==> config.mk <==
export PLATFORM = sky130hd
export DESIGN_NAME = nn_pcpi_dot_master
export DESIGN_NICKNAME = d
export VERILOG_FILES = /design/src/rtl/nn_pcpi_dot_master.sv
export SDC_FILE = /design/constraint.sdc
export NUM_CORES = 2
export LEC_CHECK = 0
export CAP_MARGIN = 10
export CORE_MARGIN = 4
export CORE_UTILIZATION = 30
export DETAILED_ROUTE_END_ITERATION = 8
export PLACE_DENSITY = 0.55
export SKIP_LAST_GASP = 1
export SYNTH_ARGS = -nofsm -noshare
export SYNTH_HDL_FRONTEND = slang
export SYNTH_SLANG_ARGS = --single-unit
export TNS_END_PERCENT = 50
==> constraint.sdc <==
create_clock -name clk_i -period 15.4 [get_ports clk_i]
set_input_delay 3.08 -clock clk_i [delete_from_list [all_inputs] [get_ports clk_i]]
set_output_delay 3.08 -clock clk_i [all_outputs]
set_load 0.1 [all_outputs]
==> src/rtl/nn_pcpi_dot_master.sv <==
// nn_pcpi_dot_master: PCPI dot-product coprocessor for the FCN path.
// Decodes custom-0 instructions, streams weight/input words over the
// coprocessor memory port and returns the signed dot product in rd.
//
// state  | meaning
// -------+---------------------------------------------------------------
// IDLE   | waiting for a matching custom-0 instruction
// START  | clear accumulator and element counter, skip empty vectors
// REQ_W  | read request for the weight word at pw
// GAP_W  | request dropped; absorbs the responder's trailing ready
// REQ_X  | read request for the input word at px
// GAP_X  | multiply-accumulate, advance element counter
// FINISH | one-cycle pcpi_ready/pcpi_wr pulse with the result
// HOLD   | one dead cycle so the CPU's lingering valid cannot retrigger

module nn_pcpi_dot_master #(
    parameter int LEN_DEFAULT = 784,
    parameter int LEN_W       = 16
) (
    input  logic        clk_i,
    input  logic        reset_i,
    input  logic        pcpi_valid_i,
    input  logic [31:0] pcpi_insn_i,
    input  logic [31:0] pcpi_rs1_i,
    input  logic [31:0] pcpi_rs2_i,
    output logic        pcpi_wr_o,
    output logic [31:0] pcpi_rd_o,
    output logic        pcpi_wait_o,
    output logic        pcpi_ready_o,
    output logic        mem_valid_o,
    output logic        mem_write_o,
    output logic [31:0] mem_addr_o,
    output logic [31:0] mem_wdata_o,
    input  logic [31:0] mem_rdata_i,
    input  logic        mem_ready_i
);

    typedef enum logic [2:0] {
        IDLE, START, REQ_W, GAP_W, REQ_X, GAP_X, FINISH, HOLD
    } state_t;

    state_t           state_q;
    logic [31:0]      pw_q, px_q, w_q, x_q, acc_q;
    logic [LEN_W-1:0] cnt_q, len_q;
    logic             relu_q;
    logic             pcpi_wr_q, pcpi_wait_q, pcpi_ready_q, mem_valid_q;
    logic [31:0]      pcpi_rd_q, mem_addr_q;

    logic        insn_match;
    logic        is_dot, is_dotr, is_setlen;
    logic [31:0] prod_d, acc_d;
    logic        last_elem;

    // Instruction decode and datapath helpers
    assign insn_match = pcpi_valid_i && (pcpi_insn_i[6:0] == 7'b0001011)
                        && (pcpi_insn_i[14:12] == 3'b000);
    assign is_dot     = insn_match && (pcpi_insn_i[31:25] == 7'b0000001);
    assign is_dotr    = insn_match && (pcpi_insn_i[31:25] == 7'b0000011);
    assign is_setlen  = insn_match && (pcpi_insn_i[31:25] == 7'b0000010);

    // Low 32 bits of a product are the same for signed and unsigned operands
    assign prod_d    = w_q * x_q;
    assign acc_d     = acc_q + prod_d;
    assign last_elem = (cnt_q == len_q - 1'b1);

    // Sequencer: state, datapath registers and registered outputs
    always_ff @(posedge clk_i) begin
        if (reset_i) begin
            state_q      <= IDLE;
            pw_q         <= '0;
            px_q         <= '0;
            w_q          <= '0;
            x_q          <= '0;
            acc_q        <= '0;
            cnt_q        <= '0;
            len_q        <= LEN_W'(LEN_DEFAULT);
            relu_q       <= 1'b0;
            pcpi_wr_q    <= 1'b0;
            pcpi_wait_q  <= 1'b0;
            pcpi_ready_q <= 1'b0;
            pcpi_rd_q    <= '0;
            mem_valid_q  <= 1'b0;
            mem_addr_q   <= '0;
        end else begin
            pcpi_ready_q <= 1'b0;
            pcpi_wr_q    <= 1'b0;
            case (state_q)
                IDLE: begin
                    if (is_dot || is_dotr) begin
                        pw_q        <= pcpi_rs1_i;
                        px_q        <= pcpi_rs2_i;
                        relu_q      <= is_dotr;
                        pcpi_wait_q <= 1'b1;
                        state_q     <= START;
                    end else if (is_setlen) begin
                        len_q        <= pcpi_rs1_i[LEN_W-1:0];
                        pcpi_rd_q    <= 32'(len_q);
                        pcpi_ready_q <= 1'b1;
                        pcpi_wr_q    <= 1'b1;
                        state_q      <= FINISH;
                    end
                end
                START: begin
                    acc_q <= '0;
                    cnt_q <= '0;
                    if (len_q == '0) begin
                        pcpi_rd_q    <= '0;
                        pcpi_ready_q <= 1'b1;
                        pcpi_wr_q    <= 1'b1;
                        pcpi_wait_q  <= 1'b0;
                        state_q      <= FINISH;
                    end else begin
                        mem_valid_q <= 1'b1;
                        mem_addr_q  <= pw_q;
                        state_q     <= REQ_W;
                    end
                end
                REQ_W: begin
                    if (mem_ready_i) begin
                        w_q         <= mem_rdata_i;
                        pw_q        <= pw_q + 32'd4;
                        mem_valid_q <= 1'b0;
                        state_q     <= GAP_W;
                    end
                end
                GAP_W: begin
                    mem_valid_q <= 1'b1;
                    mem_addr_q  <= px_q;
                    state_q     <= REQ_X;
                end
                REQ_X: begin
                    if (mem_ready_i) begin
                        x_q         <= mem_rdata_i;
                        px_q        <= px_q + 32'd4;
                        mem_valid_q <= 1'b0;
                        state_q     <= GAP_X;
                    end
                end
                GAP_X: begin
                    acc_q <= acc_d;
                    cnt_q <= cnt_q + 1'b1;
                    if (last_elem) begin
                        pcpi_rd_q    <= (relu_q && acc_d[31]) ? 32'd0 : acc_d;
                        pcpi_ready_q <= 1'b1;
                        pcpi_wr_q    <= 1'b1;
                        pcpi_wait_q  <= 1'b0;
                        state_q      <= FINISH;
                    end else begin
                        mem_valid_q <= 1'b1;
                        mem_addr_q  <= pw_q;
                        state_q     <= REQ_W;
                    end
                end
                FINISH: begin
                    state_q <= HOLD;
                end
                HOLD: begin
                    state_q <= IDLE;
                end
                default: begin
                    state_q <= IDLE;
                end
            endcase
        end
    end

    assign pcpi_wr_o    = pcpi_wr_q;
    assign pcpi_rd_o    = pcpi_rd_q;
    assign pcpi_wait_o  = pcpi_wait_q;
    assign pcpi_ready_o = pcpi_ready_q;
    assign mem_valid_o  = mem_valid_q;
    assign mem_write_o  = 1'b0;
    assign mem_addr_o   = mem_addr_q;
    assign mem_wdata_o  = '0;

endmodule

Yosys cells after proc, flatten, opt, wreduce, memory -nomap -nowiden

Index checks and enable logic that the tools add are counted.

Register bits after elaboration: 263
Output and inout port bits: 101

Add/subtract/negate cells: 5
Multipliers: 1
Eq/ne operators: 23
Muxes and demuxes: 37
Bitwise operators: 1
Reductions and logical operators: 28

Operators with widths:

| kind                  | count |
|---|---|
| $mux 32               | 11 |
| $pmux 32 s2           | 3 |
| $pmux 32 s3           | 2 |
| $add 32x3->32 const B | 2 |
| $add 32x32->32        | 1 |
| $mul 32x32->32        | 1 |
| $pmux 16 s2           | 1 |
| $pmux 3 s8            | 1 |
| $mux 3                | 6 |
| $ne 2x2->1 const B    | 9 |
| $add 16x1->16 const B | 1 |
| $eq 16x16->1          | 1 |
| $logic_not 16->1      | 1 |
| $sub 16x1->16 const B | 1 |
| $reduce_and 3->1      | 5 |
| $eq 7x2->1 const B    | 2 |
| $eq 3x3->1 const B    | 4 |
| $mux 1                | 10 |
| $reduce_and 4->1      | 2 |
| $eq 7x1->1 const B    | 1 |
| $eq 7x4->1 const B    | 1 |
| $eq 3x2->1 const B    | 2 |
| $logic_and 1x1->1     | 6 |
| $logic_not 3->1       | 2 |
| other kinds (13)      | 19 |

Depth between registers and ports, before layout

Word-level depth: 7
Depth in mapped cells: 29
Gate-level depth less buffers: 27

Least setup slack after synthesis

OpenSTA, ideal clock, no wires.

Path kind: register to register
Start: register x_q[0]
End: register pcpi_rd_q[31] (netlist: pcpi_rd_o[31])
Library setup time: 0.070 ns
Data arrival time: 6.902 ns
Path slack: 8.428 ns
Stages on the path, launching flop included: 25
Clock period less this slack: 6.972 ns
Cells stage by stage: dfxtp_1 clkbuf_1 nand2_1 fa_1 fa_1 inv_1 fa_1 inv_1 fa_1 inv_1 fa_1 fa_1 fa_1 inv_1 fa_1 inv_1 ha_1 clkbuf_1 nand4_1 or2_1 o21a_1 o211a_1 xor2_1 or4_1 a21oi_1

Cells in the longest elaborated chain, start to end: 6

Ends and longest elaborated chain:

| item                   | RTL line | RTL |
|---|---|---|
| from (decl)            | 43       | `logic [31:0] pw_q, px_q, w_q, x_q, acc_q;` |
| from (signal assigned) | 133      | `x_q <= mem_rdata_i;` |
| $mul 32x32->32 (*)     | 62       | `assign prod_d = w_q * x_q;` |
| $add 32x32->32 (*)     | 63       | `assign acc_d = acc_q + prod_d;` |
| $logic_and 1x1->1      | 143      | `pcpi_rd_q <= (relu_q && acc_d[31]) ? 32'd0 : acc_d;` |
| $mux 32 (*)            | 143      |  |
| $mux 32 (*)            | 142      | `if (last_elem) begin` |
| $pmux 32 s3 (*)        | 87       | `case (state_q)` |
| to (signal assigned)   | 97       | `pcpi_rd_q <= 32'(len_q);` |
| to (signal assigned)   | 143      |  |
| to (decl)              | 47       | `logic [31:0] pcpi_rd_q, mem_addr_q;` |

Every way passes the cells marked *; elsewhere a longest branch is shown, timed or not. The select of a mux whose other input is x is not followed.
A chain may end at the register's enable or synchronous reset.

Worst setup path in the final report

Start: register x_q[9]
End: register pcpi_rd_q[3] (netlist: pcpi_rd_o[3])

Cells in the longest elaborated chain, start to end: 6

Ends and longest elaborated chain:

| item              | RTL line |
|---|---|
| $mul 32x32->32    | 62 |
| $add 32x32->32    | 63 |
| $logic_and 1x1->1 | 143 |
| $mux 32           | 143 |
| $mux 32           | 142 |
| $pmux 32 s3       | 87 |

Every way passes these cells. The select of a mux whose other input is x is not followed.

==> impl_metrics.env <==
export IMPL_cpPeakStageDelay_ns=0.84
export IMPL_ys_warn_count=0
export IMPL_post_cts_buffers=0
export IMPL_final_util_pct=34.5
export IMPL_dr_pass1_iters=5
export IMPL_portBuffers=184
export IMPL_tns_ns=0
export IMPL_critPathLaunchType="flop"
export IMPL_clock_skew_ns=0.0216
export IMPL_cts_root_buf="clkbuf_16"
export IMPL_synth_area_per_cell_um2=8.35
export IMPL_dpl_hpwl_um=68000
export IMPL_dp_cells=4743
export IMPL_clock_sinks=263
export IMPL_num_rows=113
export IMPL_arrival_ns=8.74
export IMPL_final_cells=4812
export IMPL_antenna_found_initial=19
export IMPL_synthesis_instances=3459
export IMPL_max_freq_mhz=121
export IMPL_p_switching_uw=391
export IMPL_async_flop_share_pct=0
export IMPL_cp_common_cell="fa_1"
export IMPL_grt_max_degree=84
export IMPL_coreArea_um2=95300
export IMPL_slew_headroom_pct=26.7
export IMPL_die_h_um=318
export IMPL_period_share_pct=53.7
export IMPL_io_pins=233
export IMPL_hold_end="pcpi_rd_o[24]"
export IMPL_combPwrFrac_pct=5.8
export IMPL_crit_fanout=30
export IMPL_critPathKind="flop to flop"
export IMPL_fin_ws_ns=7.12
export IMPL_reg2reg_slack_ns=7.12
export IMPL_drc=0
export IMPL_fin_nets=4213
export IMPL_whs_path_depth=2
export IMPL_maxCapViolCount=0
export IMPL_cp_end_kind="flop"
export IMPL_synth_edf_count=0
export IMPL_p_clk_share_pct=51.1
export IMPL_overflow=0
export IMPL_p_int_uw=1190
export IMPL_layout_commonest_cell="nand2_1"
export IMPL_start_util_pct=30.3
export IMPL_avgViaCountPerCell=4.83
export IMPL_peakVddDrop_v=0.0000579
export IMPL_finalHoldViolCount=0
export IMPL_slowest_stage="dfxtp_1"
export IMPL_synth_top_area_share_pct=30.4
export IMPL_track_usage_pct=17.5
export IMPL_finalSetupViolCount=0
export IMPL_maxSlewViolCount=0
export IMPL_reg2reg_to="pcpi_rd_o[3]"
export IMPL_grt_pass1_wl_um=140000
export IMPL_swShare_pct=24.8
export IMPL_clk_path_buf_depth=3
export IMPL_yosys_area_top_type="fa_1"
export IMPL_synth_flop_cell="dfxtp_1"
export IMPL_hold_path_class="flop to flop"
export IMPL_p_per_area_nw_per_um2=48.0
export IMPL_leakage_uw=0.0138
export IMPL_detail_route_antenna_nets=0
export IMPL_ys_seq_elements=263
export IMPL_mostFrequentLayoutCells="nand2_1, inv_1, fa_1"
export IMPL_reg2regPathDepth=27
export IMPL_ys_seq_area_share_pct=18.2
export IMPL_grt_pass1_vias=23755
export IMPL_ctsResizeCount=0
export IMPL_cts_tree="done"
export IMPL_wl_per_cell_um=18.7
export IMPL_clk_pin_slew_ns=0.06
export IMPL_cp_startpoint="x_q[9]"
export IMPL_syn_area_um2=28900
export IMPL_wl_um=89800
export IMPL_cts_hold_buf=0
export IMPL_drt_iter0_drc=1543
export IMPL_synth_top_cells_by_area="fa_1, dfxtp_1, nand2_1, inv_1, and2_1"
export IMPL_place_gp_congestion=0.848
export IMPL_hold_start="pcpi_rd_o[24]"
export IMPL_status="finished, final reports clean"
export IMPL_worstSkewPairLatency_ns=0.55
export IMPL_cp_required_ns=15.86
export IMPL_period_needed_ns=8.28
export IMPL_rsz0062_at_grt="no"
export IMPL_syn_to_final_growth_pct=13.8
export IMPL_seq_power_share_pct=43.1
export IMPL_num_vias=23233
export IMPL_hold_worst_slack_ns=0.447
export IMPL_ys_types=73
export IMPL_worstReg2RegStart="x_q[9]"
export IMPL_drive_above_1_share_pct=3.99
export IMPL_die_area_um2=101000
export IMPL_die_x_um=318
export IMPL_htreeDepth=2
export IMPL_worst_pin_slew_ns=1.10
export IMPL_cts_buffers=34
export IMPL_place_ws_ns=7.12
[worst max path at each step]
stage                         end  slack [ns]
floorplan           pcpi_rd_o[31]        8.43
CTS                  pcpi_rd_o[0]        7.08
finish               pcpi_rd_o[3]        7.12
global placement     pcpi_rd_o[0]        7.15
detailed placement   pcpi_rd_o[0]        7.12
global route         pcpi_rd_o[4]        6.70
[cells by family after synthesis]
logic type | count (synthesis) | share of synthesized area (%)
and+or+nand+nor | 1242 | 20.6
buffers and inverters | 776 | 10.7
adders and majority gates | 567 | 35.9
AOI/OAI and AO/OA | 472 | 10.2
DFF | 263 | 18.2
xor gates and xnor gates | 120 | 3.69
muxes | 18 | 0.624
other | 1 | 0.0130
[sequential cells by signal, indices dropped and copies added (netlist names)]
signal	cells
pw_q	32
acc_q	32
state_q	3
relu_q	1
len_q	16
mem_valid_o	1
pcpi_rd_o	32
x_q	32
px_q	32
mem_addr_o	32
cnt_q	16
w_q	32
pcpi_wait_o	1
pcpi_ready_o	1
[cell type report]
class | instances | area [µm²]
Antenna cell | 11 | 27.5
Timing Repair Buffer | 235 | 2230
Fill cell | 10041 | 62400
Tap cell | 1265 | 1580
Inverter | 528 | 1980
Multi-Input combinational cell | 2452 | 20700
Clock inverter | 14 | 158
Clock buffer | 44 | 960
Sequential cell | 263 | 5270
[per-layer routing]
| layer | vias up | global-route usage, % | wire length [µm] |
|---|---|---|---|
| met5 | - | 0 | 82 |
| met4 | 12 | 4.37 | 2380 |
| li1 | 10862 | - | - |
| met2 | 619 | 30.0 | 43800 |
| met1 | 11620 | 22.4 | 37500 |
| met3 | 120 | 3.88 | 5970 |
[power groups by stage]
stage,Combinational (µW),Sequential (µW),Clock (µW)
after floorplan,57.1,695,0
after global placement,92.0,695,0
after global routing,95.5,680,856
final,91.7,680,806
after detailed placement,91.8,695,0
after CTS,92.0,680,830
[critical path: cells and delay by family, from the launching register on]
family | cells | cell delay (ns)
AO/OA/AOI/OAI | 6 | 1.48
XOR/XNOR | 1 | 0.50
adder cells (fa/ha/maj) | 9 | 4.18
buffers and inverters | 9 | 0.98
flip-flops | 1 | 0.84
AND/OR/NAND/NOR | 2 | 0.18
[synth_stat cells, types with 10 or more instances]
library cell and n:
o22ai_1 27, fa_1 438, xnor2_1 76, ha_1 129
a22oi_1 18, dfxtp_1 263, clkbuf_1 186, nand2_1 552
buf_4 34, o21ai_1 15, nand4_1 20, mux2i_1 18
o21ai_0 68, nor3_1 23, and3_1 30, xor2_1 43
inv_1 528, and2_1 306, a311oi_1 37, nor3b_1 10
nor2_1 161, a211oi_1 30, a21oi_1 197, buf_2 14
o31ai_1 10, a21o_1 11, nand3_1 77, nor2b_1 11
[stage by stage]
stage | area, µm² | power (µW)
floorplan | 29000 | 752
global placement | 31700 | 787
detailed placement | 31700 | 787
CTS | 32900 | 1600
global route | 32900 | 1630
finish | 32900 | 1580
No activity file was read; power rests on OpenSTA's default activity.
